$ cat config.mk
export PLATFORM = sky130hd
export DESIGN_NAME = sig_job_scheduler
export DESIGN_NICKNAME = d
export VERILOG_FILES = /design/src/rtl/sig_sched_pkg.sv /design/src/rtl/sched_rr_arbiter.sv /design/src/rtl/sig_job_scheduler.sv
export SDC_FILE = /design/constraint.sdc
export NUM_CORES = 1
export LEC_CHECK = 0
export CAP_MARGIN = 40
export CORE_UTILIZATION = 38
export DETAILED_ROUTE_END_ITERATION = 8
export PLACE_DENSITY = 0.86
export SLEW_MARGIN = 0
export SYNTH_ARGS = -nofsm -noshare
export SYNTH_HDL_FRONTEND = slang
export SYNTH_HIERARCHICAL = 1
export SYNTH_SLANG_ARGS = --single-unit
$ cat constraint.sdc
create_clock -name clk -period 2.5 [get_ports clk]
set_clock_uncertainty 0.1 [all_clocks]
set_input_delay 0.5 -clock clk [delete_from_list [all_inputs] [get_ports clk]]
set_output_delay 0.5 -clock clk [all_outputs]
set_load 0.05 [all_outputs]
$ cat src/rtl/sig_sched_pkg.sv
// Shared types and constants for the signing job scheduler.
package sig_sched_pkg;

    // Scheduler FSM states
    typedef enum logic [2:0] {
        IDLE,
        H_START,
        H_WAIT,
        S_START,
        S_WAIT,
        V_START,
        V_WAIT,
        RESP
    } state_e;

    // Requester op codes (1x is invalid)
    localparam logic [1:0] OP_SIGN = 2'b00;
    localparam logic [1:0] OP_VRFY = 2'b01;

    // Response status codes
    localparam logic [1:0] ST_OK    = 2'b00;
    localparam logic [1:0] ST_VFAIL = 2'b01;
    localparam logic [1:0] ST_ERR   = 2'b10;
    localparam logic [1:0] ST_TMO   = 2'b11;

    // Default engine wait limit when the timeout feature is built in
    localparam int TIMEOUT_CYC_DEF = 4096;

endpackage

$ cat src/rtl/sched_rr_arbiter.sv
// Two-way round-robin arbiter. The pointer remembers the last granted
// requester and only moves when the grant is actually consumed.
module sched_rr_arbiter (
    input  logic       clk,
    input  logic       rst_n,
    input  logic [1:0] req,
    input  logic       accept,
    output logic [1:0] grant
);

    logic last_q;

    // A lone requester always wins; a tie goes to the one not granted last
    always_comb begin
        grant = (req == 2'b11) ? (last_q ? 2'b01 : 2'b10) : req;
    end

    // Pointer resets to "1 granted last" so requester 0 wins the first tie
    always_ff @(posedge clk or negedge rst_n) begin
        if (!rst_n) begin
            last_q <= 1'b1;
        end else if (accept) begin
            // NOTE: state registers use non-blocking assignment so every flop samples pre-edge values.
            last_q <= grant[1];
        end
    end

endmodule

$ cat src/rtl/sig_job_scheduler.sv
// Signing job scheduler: arbitrates two requesters and sequences the
// Keccak256 hash + ECDSA sign engines, or the ECDSA verifier alone, then
// returns one tagged status response per accepted job.
// Optional feature macro: SIG_SCHED_TIMEOUT_EN (engine wait-state timeout).
module sig_job_scheduler
    import sig_sched_pkg::*;
#(
    parameter int TAG_W = 4
`ifdef SIG_SCHED_TIMEOUT_EN
    , parameter int TIMEOUT_CYC = TIMEOUT_CYC_DEF
`endif
) (
    input  logic               clk,
    input  logic               rst_n,
    input  logic [1:0]         req_valid,
    output logic [1:0]         req_ready,
    input  logic [3:0]         req_op,
    input  logic [2*TAG_W-1:0] req_tag,
    output logic               hash_start,
    input  logic               hash_done,
    output logic               sign_start,
    input  logic               sign_done,
    input  logic               sign_error,
    output logic               vrfy_start,
    input  logic               vrfy_done,
    input  logic               vrfy_error,
    input  logic               vrfy_valid,
    output logic               rsp_valid,
    input  logic               rsp_ready,
    output logic               rsp_id,
    output logic [TAG_W-1:0]   rsp_tag,
    output logic [1:0]         rsp_status,
    output logic               busy
);

    state_e             state_q, state_d;
    logic [1:0]         grant;
    logic               accept;
    logic               gnt_idx;
    logic [1:0]         gnt_op;
    logic [TAG_W-1:0]   gnt_tag;
    logic               id_q;
    logic [TAG_W-1:0]   tag_q;
    logic [1:0]         status_q, status_d;
    logic               tmo_hit;

    sched_rr_arbiter u_arb (
        .clk    (clk),
        .rst_n  (rst_n),
        .req    (req_valid),
        .accept (accept),
        .grant  (grant)
    );

    // Jobs are only taken in IDLE, which keeps at most one job in flight
    assign req_ready = (state_q == IDLE) ? (req_valid & grant) : 2'b00;
    assign accept    = |req_ready;
    assign gnt_idx   = grant[1];
    assign gnt_op    = gnt_idx ? req_op[3:2] : req_op[1:0];
    assign gnt_tag   = gnt_idx ? req_tag[2*TAG_W-1:TAG_W] : req_tag[TAG_W-1:0];

`ifdef SIG_SCHED_TIMEOUT_EN
    localparam int CNT_W = $clog2(TIMEOUT_CYC) + 1;
    logic [CNT_W-1:0] tmo_cnt_q;

    // Counter is zeroed in each START state so it reads 0 on WAIT entry
    always_ff @(posedge clk or negedge rst_n) begin
        if (!rst_n) begin
            tmo_cnt_q <= '0;
        end else if (state_q == H_START || state_q == S_START || state_q == V_START) begin
            tmo_cnt_q <= '0;
        end else if (state_q == H_WAIT || state_q == S_WAIT || state_q == V_WAIT) begin
            tmo_cnt_q <= tmo_cnt_q + CNT_W'(1);
        end
    end

    assign tmo_hit = (tmo_cnt_q == CNT_W'(TIMEOUT_CYC - 1));
`else
    assign tmo_hit = 1'b0;
`endif

    // Next-state and response status; a done in the same cycle beats timeout
    always_comb begin
        // NOTE: defaults first so no path through the case can infer a latch.
        state_d  = state_q;
        status_d = status_q;
        case (state_q)
            IDLE: begin
                if (accept) begin
                    case (gnt_op)
                        OP_SIGN: state_d = H_START;
                        OP_VRFY: state_d = V_START;
                        default: begin
                            state_d  = RESP;
                            status_d = ST_ERR;
                        end
                    endcase
                end
            end
            H_START: state_d = H_WAIT;
            H_WAIT: begin
                if (hash_done) begin
                    state_d = S_START;
                end else if (tmo_hit) begin
                    state_d  = RESP;
                    status_d = ST_TMO;
                end
            end
            S_START: state_d = S_WAIT;
            S_WAIT: begin
                if (sign_done) begin
                    state_d  = RESP;
                    status_d = sign_error ? ST_ERR : ST_OK;
                end else if (tmo_hit) begin
                    state_d  = RESP;
                    status_d = ST_TMO;
                end
            end
            V_START: state_d = V_WAIT;
            V_WAIT: begin
                if (vrfy_done) begin
                    state_d  = RESP;
                    status_d = vrfy_error ? ST_ERR : (vrfy_valid ? ST_OK : ST_VFAIL);
                end else if (tmo_hit) begin
                    state_d  = RESP;
                    status_d = ST_TMO;
                end
            end
            RESP: begin
                if (rsp_ready) begin
                    state_d = IDLE;
                end
            end
            default: state_d = IDLE;
        endcase
    end

    // State, status and captured job identity; reset discards any job
    always_ff @(posedge clk or negedge rst_n) begin
        if (!rst_n) begin
            state_q  <= IDLE;
            status_q <= ST_OK;
            id_q     <= 1'b0;
            tag_q    <= '0;
        end else begin
            state_q  <= state_d;
            status_q <= status_d;
            if (accept) begin
                id_q  <= gnt_idx;
                tag_q <= gnt_tag;
            end
        end
    end

    assign hash_start = (state_q == H_START);
    assign sign_start = (state_q == S_START);
    assign vrfy_start = (state_q == V_START);
    assign rsp_valid  = (state_q == RESP);
    assign rsp_id     = id_q;
    assign rsp_tag    = tag_q;
    assign rsp_status = status_q;
    assign busy       = (state_q != IDLE);

endmodule
==> results.sh <==
export IMPL_synth_simple_gate_area_share_pct=17.38
export IMPL_clkPwrFrac_pct=9.7
export IMPL_post_drt_wl_per_cell_um=14.00
export IMPL_io_pins=37
export IMPL_synth_cell_types=34
export IMPL_critPathLaunchType="input port"
export IMPL_r2r_end="rsp_status[0]"
export IMPL_via_per_inst=5.016
export IMPL_grtUsageMet3_pct=5.600
export IMPL_synth_edf_count=0
export IMPL_ant_nets=0
export IMPL_busiest_layer="met2"
export IMPL_clkSinkCount=11
export IMPL_fillers=150
export IMPL_cts_tree="done"
export IMPL_die_h_um=45.10
export IMPL_synth_seq_cells=11
export IMPL_criticalPathCategory="input port to primary output"
export IMPL_synth_adder_area_share_pct=0
export IMPL_grt_use_total_pct=20.59
export IMPL_clkLatencyLatePin_ns=0.27
export IMPL_num_antenna_cells=0
export IMPL_antenna_found_initial=0
export IMPL_p_leak_nw=0.4669
export IMPL_comb_power_share_pct=60.3
export IMPL_hold_path_end="rsp_tag[0]"
export IMPL_firstDrtPassIters=4
export IMPL_status="completed"
export IMPL_muxShareOfSynthArea_pct=22.34
export IMPL_min_path_type="flop to flop"
export IMPL_placed_cells=125
export IMPL_ys_seq_area_share_pct=39.18
export IMPL_grt_pass1_vias=652
export IMPL_r2r_slack_ns=0.57
export IMPL_fp_dieArea_sq_um=2034
export IMPL_num_rows=15
export IMPL_gpl_final_weighted_congestion=0.7163
export IMPL_cts_root_buffer="clkbuf_4"
export IMPL_seq_area_sq_um=276.5
export IMPL_grt_pass1_wl_mm=2.898
export IMPL_ir_drop_v=0.0006635
export IMPL_synth_compound_area_share_pct=16.13
export IMPL_die_w_um=45.10
export IMPL_drc=0
export IMPL_setup_viol=0
export IMPL_synth_main_ff_cell="dfrtp_1"
export IMPL_drt_initial_drc_count=5
export IMPL_grt_overflow=0
export IMPL_h_tree_depth=1
export IMPL_place_port_buffers=36
export IMPL_gr_usage_met2_pct=35.36
export IMPL_min_path_cells=1
export IMPL_rr_worst_depth=5
export IMPL_power_switching_mw=0.6295
export IMPL_hpwl_mm=1.470
export IMPL_core_area_sq_um=1727
export IMPL_wl_mm=1.806
export IMPL_use_met1_pct=24.05
export IMPL_maxSlewViolCount=0
export IMPL_vias=647
export IMPL_cap_violations=0
export IMPL_synth_top_area_cell="dfrtp_1"
export IMPL_yosysTopAreaCellShare_pct=35.46
export IMPL_power_density_nw_per_um2=1135
export IMPL_cp_end_kind="primary output"
export IMPL_finalNetCount=128
export IMPL_tightest_slew_ns=0.5244
export IMPL_finalHoldViolCount=0
export IMPL_cts_setup_buffers=0
export IMPL_p_seq_share_pct=30.0
export IMPL_path_clk_slew_ns=0.07
export IMPL_cts_buffers=3
export IMPL_setup_tns_ns=0
export IMPL_synthToLayoutAreaGrowth_pct=59.04
export IMPL_synth_top_family_by_area="multiplexers"
export IMPL_slew_headroom_pct=64.93
export IMPL_drive_above_1_share_pct=22.12
export IMPL_hp_start="rsp_tag[0]"
export IMPL_internal_power_mw=0.6439
export IMPL_synth_nets=89
export IMPL_finalCriticalPeriod_ns=2.395
export IMPL_rsz0062_at_grt="false"
export IMPL_swShare_pct=49.44
export IMPL_synth_xor_area_share_pct=0
export IMPL_grt_max_degree=14
export IMPL_holdWs_ns=0.3899
export IMPL_r2r_start="u_arb/last_q"
export IMPL_multi_input_comb_area_sq_um=394.1
export IMPL_postSynthCellCount=66
export IMPL_crit_required_ns=1.90
export IMPL_instances_no_fill=129
export IMPL_async_flop_share_pct=100.0
export IMPL_syn_area_sq_um=705.7
export IMPL_ys_warn_count=6
export IMPL_cts_buffer_depth=2
export IMPL_power_mw=1.273
export IMPL_period_share_pct=95.80
export IMPL_fmax_mhz=417.6
export IMPL_start_util_pct=40.87
export IMPL_path_max_fanout=8
export IMPL_crit_arrival_ns=1.79
export IMPL_synth_avg_cell_area_sq_um=10.69
export IMPL_synthTopCellsByArea="dfrtp_1 35%, mux2_1 9.6%, mux2_2 6.4%, mux2i_1 4.3%, dfstp_2 3.7%"
==> metrics by stage <==
| stage | setup slack, ns | utilization (%) | instance area (sq um) |
|---|---|---|---|
| floorplan | 0.06820 | - | 705.7 |
| global placement | 0.08462 | 63.48 | 1096 |
| detailed placement | -0.02057 | 63.48 | 1096 |
| CTS | 0.03396 | 65.00 | 1122 |
| global route | 0.04524 | 65.00 | 1122 |
| finish | 0.1051 | 65.00 | 1122 |
==> layer usage <==
metal / wire length [um] / share of wire (%) / vias to the layer above
li1: - / - / 325
met1: 725 / 40 / 301
met2: 999 / 55 / 19
met3: 62 / 3.4 / 2
met4: 19 / 1.1 / 0
met5: 0 / 0 / -
==> state kept, by name, summed over array words and instances, names as in the netlist <==
signal / count
rsp_id: 1
state_q: 3
rsp_status: 2
u_arb/last_q: 1
rsp_tag: 4
==> what timing repair did <==
action,CTS,global route
hold buffers,0,0
gates resized for setup,0,1
setup endpoints to repair,0,1
==> Yosys cell counts (2+ instances only) <==
master	instances
mux2_2	4
and3_1	2
o21ai_0	2
mux2i_1	3
nand2_1	4
a21boi_0	2
nor2_1	3
mux2_1	6
a21oi_1	2
a22oi_1	2
inv_1	2
dfrtp_1	10
clkbuf_1	2
nor3b_1	2
==> worst max-delay path by stage <==
stage | start | end | slack [ns]
6_report | req_valid[1] | req_ready[1] | 0.11
4_1_cts | req_valid[0] | req_ready[0] | 0.03
5_1_grt | req_valid[1] | req_ready[1] | 0.05
3_3_place_gp | req_valid[1] | rsp_status[1] | 0.08
3_5_place_dp | req_valid[0] | rsp_status[0] | -0.02
2_1_floorplan | state_q[0] | hash_start | 0.07
==> power groups by stage <==
stage / registers, mW / clock network [mW] / logic, mW
CTS: 0.381 / 0.125 / 0.773
global route: 0.397 / 0.133 / 0.810
detailed placement: 0.385 / 0 / 0.770
finish: 0.382 / 0.123 / 0.768
floorplan: 0.507 / 0 / 0.411
global placement: 0.379 / 0 / 0.755
==> cells in the final DEF, fill, tap and decap left out, types with 2 or more instances in the layout <==
cell	n
nor2_1	3
buf_4	7
and3_1	2
dfrtp_1	10
a22oi_1	2
inv_1	2
clkdlybuf4s50_1	29
buf_12	2
clkbuf_4	3
o21ai_0	2
mux2i_1	3
nor3b_1	2
mux2_1	6
a21oi_1	2
nand2_1	4
mux2_2	4
==> worst max-delay path: stages <==
cell and delay [ns]:
clkdlybuf4s50_1 0.53, a21boi_2 0.35, and3_1 0.27, buf_12 0.15
==> layout make-up <==
type	count	area share [%]
multi-input cells	48	35.12
clock buffers	4	2.341
inverters	3	1.003
flip-flops and latches	11	24.64
well taps	25	2.787
repair buffers	38	34.11
==> kinds of logic (layout without fill, tap and decap cells) <==
group	Yosys count	in the layout
flops	11	11
mux	14	14
simple gates	20	20
buf+inv	7	45
compound gates	14	14
(Power assumes the default switching activity.)
